<file path="src/rtl/div_unit.sv">
// rtl/div_unit.sv - RV32M iterative divider: 32-cycle restoring radix-2 with divide-by-zero and overflow fast paths.
module div_unit #(
   parameter int WIDTH = 32
) (
   input  logic             clk,
   input  logic             reset,
   input  logic             start,
   input  logic             flush,
   input  logic [4:0]       select,
   input  logic [WIDTH-1:0] data1,
   input  logic [WIDTH-1:0] data2,
   output logic [WIDTH-1:0] result,
   output logic             valid,
   output logic             busy
);

   typedef enum logic [1:0] {
      S_IDLE,
      S_CALC,
      S_DONE
   } state_t;

   state_t state, next_state;

   logic [4:0]       count;
   logic             op_rem;
   logic             quo_neg;
   logic             rem_neg;
   logic [WIDTH-1:0] divisor_q;
   logic [WIDTH-1:0] rem_q;
   logic [WIDTH-1:0] quo_q;

   logic             sel_ok;
   logic             sel_signed;
   logic             sign1;
   logic             sign2;
   logic [WIDTH-1:0] mag1;
   logic [WIDTH-1:0] mag2;
   logic             div_zero;
   logic             overflow;
   logic             fast;
   logic             accept;
   logic             last_iter;
   logic [WIDTH-1:0] fast_result;
   logic [WIDTH:0]   rem_sh;
   logic [WIDTH:0]   diff;
   logic             ge;
   logic [WIDTH-1:0] rem_next;
   logic [WIDTH-1:0] quo_next;
   logic [WIDTH-1:0] quo_fix;
   logic [WIDTH-1:0] rem_fix;

   always_comb begin
      sel_ok      = start && (select[4:2] == 3'b011);
      sel_signed  = !select[1];
      sign1       = sel_signed && data1[WIDTH-1];
      sign2       = sel_signed && data2[WIDTH-1];
      mag1        = sign1 ? -data1 : data1;
      mag2        = sign2 ? -data2 : data2;
      div_zero    = (data2 == '0);
      overflow    = sel_signed && (data1 == {1'b1, {(WIDTH-1){1'b0}}}) && (data2 == '1);
      fast        = div_zero || overflow;
      accept      = (state == S_IDLE) && sel_ok;
      last_iter   = (state == S_CALC) && (count == 5'd31);
      fast_result = '0;
      if (div_zero) begin
         fast_result = select[0] ? data1 : '1;
      end else if (!select[0]) begin
         fast_result = {1'b1, {(WIDTH-1){1'b0}}};
      end

      // rem can reach 2*divisor-1 after the shift, so compare on WIDTH+1 bits
      rem_sh   = {rem_q, quo_q[WIDTH-1]};
      diff     = rem_sh - {1'b0, divisor_q};
      ge       = (rem_sh >= {1'b0, divisor_q});
      rem_next = ge ? diff[WIDTH-1:0] : rem_sh[WIDTH-1:0];
      quo_next = {quo_q[WIDTH-2:0], ge};
      quo_fix  = quo_neg ? -quo_next : quo_next;
      rem_fix  = rem_neg ? -rem_next : rem_next;
   end

   always_ff @(posedge clk) begin
      if (reset) begin
         state <= S_IDLE;
      end else begin
         state <= next_state;
      end
   end

   always_comb begin
      next_state = state;
      case (state)
         S_IDLE: if (sel_ok) next_state = fast ? S_DONE : S_CALC;
         S_CALC: if (count == 5'd31) next_state = S_DONE;
         S_DONE: next_state = S_IDLE;
         default: next_state = S_IDLE;
      endcase
      if (flush) begin
         next_state = S_IDLE;
      end
   end

   assign busy  = (state != S_IDLE);
   assign valid = (state == S_DONE);

   // RESULT is loaded on the edge entering DONE so it is already stable while VALID is high
   always_ff @(posedge clk) begin
      if (reset) begin
         count     <= '0;
         op_rem    <= 1'b0;
         quo_neg   <= 1'b0;
         rem_neg   <= 1'b0;
         divisor_q <= '0;
         rem_q     <= '0;
         quo_q     <= '0;
         result    <= '0;
      end else if (flush) begin
         count <= '0;
      end else if (accept) begin
         count     <= '0;
         op_rem    <= select[0];
         quo_neg   <= sign1 ^ sign2;
         rem_neg   <= sign1;
         divisor_q <= mag2;
         rem_q     <= '0;
         quo_q     <= mag1;
         if (fast) begin
            result <= fast_result;
         end
      end else if (state == S_CALC) begin
         rem_q <= rem_next;
         quo_q <= quo_next;
         count <= count + 5'd1;
         if (last_iter) begin
            result <= op_rem ? rem_fix : quo_fix;
         end
      end
   end

endmodule

</file>
<file path="config.mk">
export PLATFORM = sky130hd
export DESIGN_NAME = div_unit
export DESIGN_NICKNAME = d
export VERILOG_FILES = /design/src/rtl/div_unit.sv
export SDC_FILE = /design/constraint.sdc
export NUM_CORES = 1
export LEC_CHECK = 0
export CAP_MARGIN = 20
export CORE_MARGIN = 4
export CORE_UTILIZATION = 33
export DETAILED_ROUTE_END_ITERATION = 6
export DONT_BUFFER_PORTS = 1
export SLEW_MARGIN = 20
export SYNTH_ARGS = -nofsm -noshare
export SYNTH_HDL_FRONTEND = slang
export SYNTH_SLANG_ARGS = --single-unit
</file>
<file path="constraint.sdc">
create_clock -name clk -period 8.6 [get_ports clk]
set_clock_uncertainty 0.1 [all_clocks]
set_input_delay 0.86 -clock clk [delete_from_list [all_inputs] [get_ports clk]]
set_output_delay 0.86 -clock clk [all_outputs]
set_load 0.01 [all_outputs]
</file>
==> tab_implementation.tex, run 1 <==
\begin{tabular}{lr}
\hline
Metric & Value \\
\hline
\multicolumn{2}{l}{\textbf{Worst setup path}} \\
Worst path slowest cell & or4\_1 \\
Highest fanout seen on the critical path & 58 \\
Ordered cell list for the critical path & ha\_1, nand4\_1, nor4\_1, a41oi\_1, o21a\_1, a31oi\_4, buf\_4, inv\_2, buf\_4, a21oi\_1, ha\_1, inv\_1, nor3\_1, nand2\_1, nor3\_1, o2111ai\_1, or4\_1, mux2\_4, a211oi\_2 \\
Worst r2r src & rem\_q[7] \\
Kind of end point of the critical path & flop \\
Data arrival at the endpoint of the critical path & 6.07 ns \\
Type of the setup path with the least slack & flop to flop \\
CP Launch Point & rem\_q[7] \\
Buffering stage count on the worst path with inverters included & 4 \\
Critical Path Source Type & flop \\
Cell family with the largest share of critical-path delay & simple AND/OR/NAND/NOR gates \\
Longest individual stage delay on the worst path & 0.57 ns \\
WP data required & 8.84 ns \\
\multicolumn{2}{l}{\textbf{Synthesis}} \\
Fraction of synthesis flops using an asynchronous set or reset pin & 0\% \\
Post-Syn Instances & 1626 \\
Leading area contributor after synthesis & dfxtp\_1 \\
Flop and latch count out of synthesis & 138 \\
EDFF count, synth & 0 \\
Post-Syn Nets & 1739 \\
Avg Inst Size Synth & 7.15 sq um \\
Number of unique standard cell types used by synthesis & 85 \\
Share of synthesized area occupied by flip-flops and latches & 23.8\% \\
Yosys top cell area share & 23.8\% \\
Cell types occupying the most area after synthesis & dfxtp\_1 (24\%), a21oi\_1 (7.0\%), nor2\_1 (6.9\%) \\
Cell Area, Synth & 0.0116 sq mm \\
Most frequent cells after synthesis & nor2\_1 (213), a21oi\_1 (162), dfxtp\_1 (138) \\
Commonest register cell after synthesis & dfxtp\_1 \\
Leading cell type by number of instances after synthesis & nor2\_1 \\
Number of warnings printed during yosys synthesis & 0 \\
\multicolumn{2}{l}{\textbf{CTS}} \\
Clock sink count & 138 \\
Post-CTS Hold Buffers & 0 \\
TritonCTS clock tree & yes \\
Post CTS Setup Buffer Count & 0 \\
H-tree Lvls & 4 \\
TritonCTS Buffers & 17 \\
Clock-pin slew on the worst setup and hold paths & 0.06 ns \\
Root buffer cell & clkbuf\_16 \\
Clock latency reported for the late side of the worst-skew pair & 0.43 ns \\
Number of gates resized after cts & 0 \\
Maximum clock path buffer count & 2 \\
\multicolumn{2}{l}{\textbf{Global routing}} \\
Antenna violations before repair & 0 \\
Total global routing overflow & 0 \\
First-pass GRT wire length & 64900 um \\
Vias in the first global route & 11200 \\
Met1 usage & 27.1\% \\
Met2 capacity usage during global routing & 34.6\% \\
Tot GR Track Use & 20.8\% \\
Layer with the highest usage after global routing & met2 \\
Global-route met3 utilization & 3.68\% \\
Pin count of the biggest net entering global routing & 137 \\
\multicolumn{2}{l}{\textbf{Die}} \\
\# rows & 68 \\
I/O pins & 107 \\
Floorplan die area & 0.0383 sq mm \\
Starting density of the core & 33.6\% \\
CORE AREA & 0.0346 sq mm \\
Die Span Y & 196 um \\
Die span in x & 196 um \\
\multicolumn{2}{l}{\textbf{Timing}} \\
Worst hold slack & 0.350 ns \\
Unrepaired setup endpoints after global routing & false \\
Number of endpoints with negative hold slack in the final report & 0 \\
Share of the clock period used by the worst path & 67.8\% \\
Aggregate negative setup slack & 0 ns \\
Final setup violating endpoints & 0 \\
Achievable clock frequency & 171 MHz \\
Fin crit period & 5.83 ns \\
Number of max-slew violations in the final report & 0 \\
Slew HR & 19.8\% \\
Worst-Margin Slew & 1.20 ns \\
\multicolumn{2}{l}{\textbf{Power and ir drop}} \\
Pwr/cell area & 166 mW/mm\^{}2 \\
Part of the total power dissipated in the clock network & 38.9\% \\
Internal Dissipation & 1.35 mW \\
Static Leak & 4.52 nW \\
Power Total & 2.08 mW \\
Fraction of power spent switching nets & 35.0\% \\
Worst VDD drop & 0.000162 V \\
Share of total power in sequential cells & 31.6\% \\
Switching power summed over all nets & 0.728 mW \\
Gate power share & 29.6\% \\
\multicolumn{2}{l}{\textbf{Worst hold path}} \\
Class of the tightest hold or removal check & flop to flop \\
HP Start & divisor\_q[31] \\
\multicolumn{2}{l}{\textbf{Detailed routing}} \\
Count of unresolved DRC violations after routing & 0 \\
Drt pass-1 iters & 5 \\
Total number of vias & 12100 \\
Routed wire length & 41400 um \\
Via count normalized by instance count & 6.03 \\
DRT iter0 DRCs & 1126 \\
Post-detailed-route count of antenna-violating nets & 0 \\
Avg WL per Cell & 20.6 um \\
\multicolumn{2}{l}{\textbf{Cells and area}} \\
Flip-flop and latch area & 0.00276 sq mm \\
Final \#Nets & 1658 \\
Fraction of final layout cells with drive strength greater than 1 & 5.01\% \\
Number of diodes added for antenna fixing & 0 \\
Final Non-Filler Cells & 2013 \\
Area occupied by multi-input gates & 0.00822 sq mm \\
Area growth from synthesis to final layout & 7.90\% \\
Post-route core utilization & 36.2\% \\
Filler cells & 3649 \\
\multicolumn{2}{l}{\textbf{Place}} \\
Placed instance count & 1981 \\
Final RePlAce weighted congestion & 0.880 \\
HPWL after detailed placement & 30500 um \\
IO Port Bufs & 0 \\
\multicolumn{2}{l}{\textbf{Status}} \\
Result of the run & finished clean \\
\multicolumn{2}{l}{\textbf{Job}} \\
Number of max-cap violations & 0 \\
\hline
\end{tabular}
worst min-delay path: cells and delay by family, from the launching register on:
kind | cells | cell delay [ns]
flip-flops | 1 | 0.31
AND/OR/NAND/NOR | 1 | 0.05
AO/OA/AOI/OAI | 1 | 0.05
cell usage in the layout (no fill, tap or decap), drive strengths merged, types with 7 or more instances in the layout:
master	count
a221oi	7
nand2b	14
or2	9
buf	13
nor3b	9
o21a	9
or3	20
nand4	28
or4	12
nor2	213
o41ai	16
o21ai	109
nand3	34
ha	39
and2	10
nor3	48
xor2	59
a311oi	12
a21oi	163
nor2b	10
a21o	17
inv	62
clkbuf	19
and3	10
xnor2	65
mux2i	15
a211oi	53
dfxtp	138
o31ai	21
nor4	19
a211o	8
a22oi	12
a31oi	25
o211ai	24
nand2	135
registers in the layout, indices dropped and copies added, names as in the netlist:
| register | flops |
|---|---|
| count | 5 |
| divisor_q | 32 |
| op_rem | 1 |
| quo_neg | 1 |
| quo_q | 32 |
| rem_neg | 1 |
| rem_q | 32 |
| result | 32 |
| state | 2 |
logic make-up (layout without fill, tap and decap cells):
| kind of cell | after synthesis | in the layout | synth area share [%] |
|---|---|---|---|
| XOR/XNOR | 124 | 124 | 9.34 |
| multiplexers | 20 | 20 | 1.81 |
| adder cells (fa/ha/maj) | 40 | 40 | 4.37 |
| flip-flops | 138 | 138 | 23.8 |
| AO/OA/AOI/OAI | 539 | 539 | 30.6 |
| AND/OR/NAND/NOR | 592 | 592 | 24.3 |
| buffers and inverters | 173 | 105 | 5.89 |
stage by stage:
stage	worst slack (ns)	cell area, sq um
after floorplan	3.65	11600
after global placement	3.03	11900
after detailed placement	2.87	11900
after CTS	2.84	12500
after global routing	2.31	12500
final	2.77	12500
path summary, 6_finish.rpt:
check	endpoint	slack, ns	cells after the start
setup / recovery	result[28]	2.77	19
setup reg to reg	result[28]	2.77	19
hold / removal	divisor_q[31]	0.35	2
hold reg to reg	divisor_q[31]	0.35	2
power by group through the flow:
stage | sequential (mW) | combinational, mW | clock (mW)
5_1_grt | 0.657 | 0.674 | 0.846
2_1_floorplan | 0.668 | 0.462 | 0
6_report | 0.656 | 0.616 | 0.808
3_3_place_gp | 0.671 | 0.601 | 0
4_1_cts | 0.656 | 0.607 | 0.820
3_5_place_dp | 0.671 | 0.604 | 0
cell type report:
type,instances,share of cell area [%]
multi-input combinational,1315,65.5
sequential,138,22.0
tap,455,4.54
clock buffer,19,3.53
inverter,60,1.80
clock inverter,13,1.52
timing repair buffer,13,1.10
routing by layer:
metal	up-vias	part of all wire (%)	wire, um
met3	82	6.4	2660
met4	0	3.7	1540
met5	-	0	0
met1	5809	42	17500
li1	5787	-	-
met2	465	48	19700
Power figures use the tool's default switching activity.
==> run 2, diff against run 1 <==
==> constraint.sdc (replaced) <==
create_clock -name clk -period 5.8 [get_ports clk]
set_clock_uncertainty 0.1 [all_clocks]
set_input_delay 0.58 -clock clk [delete_from_list [all_inputs] [get_ports clk]]
set_output_delay 0.58 -clock clk [all_outputs]
set_load 0.01 [all_outputs]
==> tab_implementation.tex, run 2 (synthesis gave the netlist of run 1 again) <==
\begin{tabular}{lr}
\hline
Metric & Value \\
\hline
\multicolumn{2}{l}{\textbf{Status}} \\
Result of the run & finished clean \\
\multicolumn{2}{l}{\textbf{Power and ir drop}} \\
Fraction of power spent switching nets & 35.8\% \\
Part of the total power dissipated in the clock network & 38.1\% \\
Switching power summed over all nets & 1.10 mW \\
Gate power share & 30.1\% \\
Static Leak & 4.52 nW \\
Internal Dissipation & 1.97 mW \\
Share of total power in sequential cells & 31.8\% \\
Pwr/cell area & 244 mW/mm\^{}2 \\
Worst VDD drop & 0.000215 V \\
\multicolumn{2}{l}{\textbf{Worst setup path}} \\
Data arrival at the endpoint of the critical path & 5.55 ns \\
Critical Path Source Type & flop \\
Worst path slowest cell & or4\_1 \\
WP data required & 6.07 ns \\
Buffering stage count on the worst path with inverters included & 3 \\
Type of the setup path with the least slack & flop to flop \\
Crit. path cell count & 19 \\
Ordered cell list for the critical path & inv\_1, ha\_1, a211o\_1, a21oi\_1, a21oi\_1, nor2\_1, a31oi\_4, inv\_2, nor2\_1, a21oi\_1, ha\_1, inv\_1, nor3\_1, nand2\_1, nor3\_1, o2111ai\_1, or4\_1, mux2\_4, a211oi\_2 \\
Cell family with the largest share of critical-path delay & simple AND/OR/NAND/NOR gates \\
Kind of end point of the critical path & flop \\
Cell repeated most along the worst path & a21oi\_1 \\
End of the worst register-to-register path & result[28] \\
Endpoint of the most critical setup path & result[28] \\
Length in cells of the worst reg-to-reg path & 19 \\
Worst r2r src & divisor\_q[26] \\
R2R setup slack & 0.52 ns \\
Highest fanout seen on the critical path & 20 \\
CP Launch Point & divisor\_q[26] \\
Longest individual stage delay on the worst path & 0.58 ns \\
\multicolumn{2}{l}{\textbf{Detailed routing}} \\
Avg WL per Cell & 20.6 um \\
Total number of vias & 12000 \\
Post-detailed-route count of antenna-violating nets & 0 \\
Drt pass-1 iters & 5 \\
Via count normalized by instance count & 5.93 \\
Count of unresolved DRC violations after routing & 0 \\
Routed wire length & 41500 um \\
DRT iter0 DRCs & 1208 \\
\multicolumn{2}{l}{\textbf{CTS}} \\
H-tree Lvls & 4 \\
Post CTS Setup Buffer Count & 0 \\
Clock sink count & 138 \\
TritonCTS Buffers & 17 \\
Clock-pin slew on the worst setup and hold paths & 0.07 ns \\
Number of gates resized after cts & 0 \\
Root buffer cell & clkbuf\_16 \\
Maximum clock path buffer count & 2 \\
TritonCTS clock tree & yes \\
Post-CTS Hold Buffers & 0 \\
Clock latency reported for the late side of the worst-skew pair & 0.45 ns \\
\multicolumn{2}{l}{\textbf{Global routing}} \\
Total global routing overflow & 0 \\
Vias in the first global route & 11300 \\
First-pass GRT wire length & 65200 um \\
Antenna violations before repair & 1 \\
Tot GR Track Use & 21.0\% \\
Pin count of the biggest net entering global routing & 137 \\
\multicolumn{2}{l}{\textbf{Die}} \\
\# rows & 68 \\
Die Span Y & 196 um \\
Floorplan die area & 0.0383 sq mm \\
CORE AREA & 0.0346 sq mm \\
Starting density of the core & 33.6\% \\
I/O pins & 107 \\
Die span in x & 196 um \\
\multicolumn{2}{l}{\textbf{Timing}} \\
Worst-Margin Slew & 1.04 ns \\
Final setup violating endpoints & 0 \\
Fin crit period & 5.28 ns \\
Number of max-slew violations in the final report & 0 \\
Slew HR & 30.4\% \\
Aggregate negative setup slack & 0 ns \\
Number of endpoints with negative hold slack in the final report & 0 \\
Achievable clock frequency & 189 MHz \\
Setup slack after layout & 0.521 ns \\
Share of the clock period used by the worst path & 91.0\% \\
Unrepaired setup endpoints after global routing & false \\
\multicolumn{2}{l}{\textbf{Cells and area}} \\
Final \#Nets & 1662 \\
Post-route core utilization & 36.2\% \\
Highest-count cells in the layout ignoring fill and taps & nor2\_1 (209), a21oi\_1 (161), dfxtp\_1 (138) \\
Most common cell after layout, fill and taps aside & nor2\_1 \\
Number of diodes added for antenna fixing & 0 \\
Area growth from synthesis to final layout & 7.79\% \\
Fraction of final layout cells with drive strength greater than 1 & 5.25\% \\
\multicolumn{2}{l}{\textbf{Place}} \\
HPWL after detailed placement & 30700 um \\
Final RePlAce weighted congestion & 0.934 \\
IO Port Bufs & 0 \\
Worst slack at placement & 0.595 ns \\
\multicolumn{2}{l}{\textbf{Worst hold path}} \\
Class of the tightest hold or removal check & primary input to flop \\
\multicolumn{2}{l}{\textbf{Job}} \\
Number of max-cap violations & 0 \\
\hline
\end{tabular}
run 2: stage by stage:
step           hold WS, ns  power, mW  cell area, sq um  std cells
3_3_place_gp         0.346       1.90             11900       1984
5_1_grt             0.0989       3.19             12500       2017
4_1_cts             0.0966       3.06             12500       2017
3_5_place_dp         0.350       1.90             11900       1985
2_1_floorplan        0.332       1.67             11600       1626
6_report             0.109       3.06             12500       2017
run 2: power by group through the flow:
stage / combinational, mW / clock (mW) / sequential, mW
after floorplan: 0.685 / 0 / 0.990
after global placement: 0.903 / 0 / 0.994
after detailed placement: 0.904 / 0 / 0.994
after CTS: 0.909 / 1.18 / 0.973
after global routing: 1.00 / 1.22 / 0.974
final: 0.923 / 1.17 / 0.973
run 2: per-layer routing:
metal  GRT usage [%]  wire [um]  vias up
li1                -          -     5802
met1            26.8      17700     5643
met2            34.8      19600      432
met3            4.40       2720       83
met4            7.94       1470        0
met5               0          0        -
run 2: worst min-delay path by stage:
stage / from / to / depth (start not counted)
5_1_grt: flush / state[0] / 1
3_3_place_gp: count[4] / count[4] / 2
3_5_place_dp: divisor_q[31] / divisor_q[31] / 2
4_1_cts: flush / state[0] / 1
6_report: flush / state[0] / 1
2_1_floorplan: divisor_q[31] / divisor_q[31] / 2
run 2: layout make-up:
class,count,area [sq um]
fillers,3674,22100
well taps,455,569
clock buffers,19,443
flip-flops and latches,138,2760
inverters,60,225
clock inverters,13,168
multi-input cells,1315,8220
repair buffers,17,148
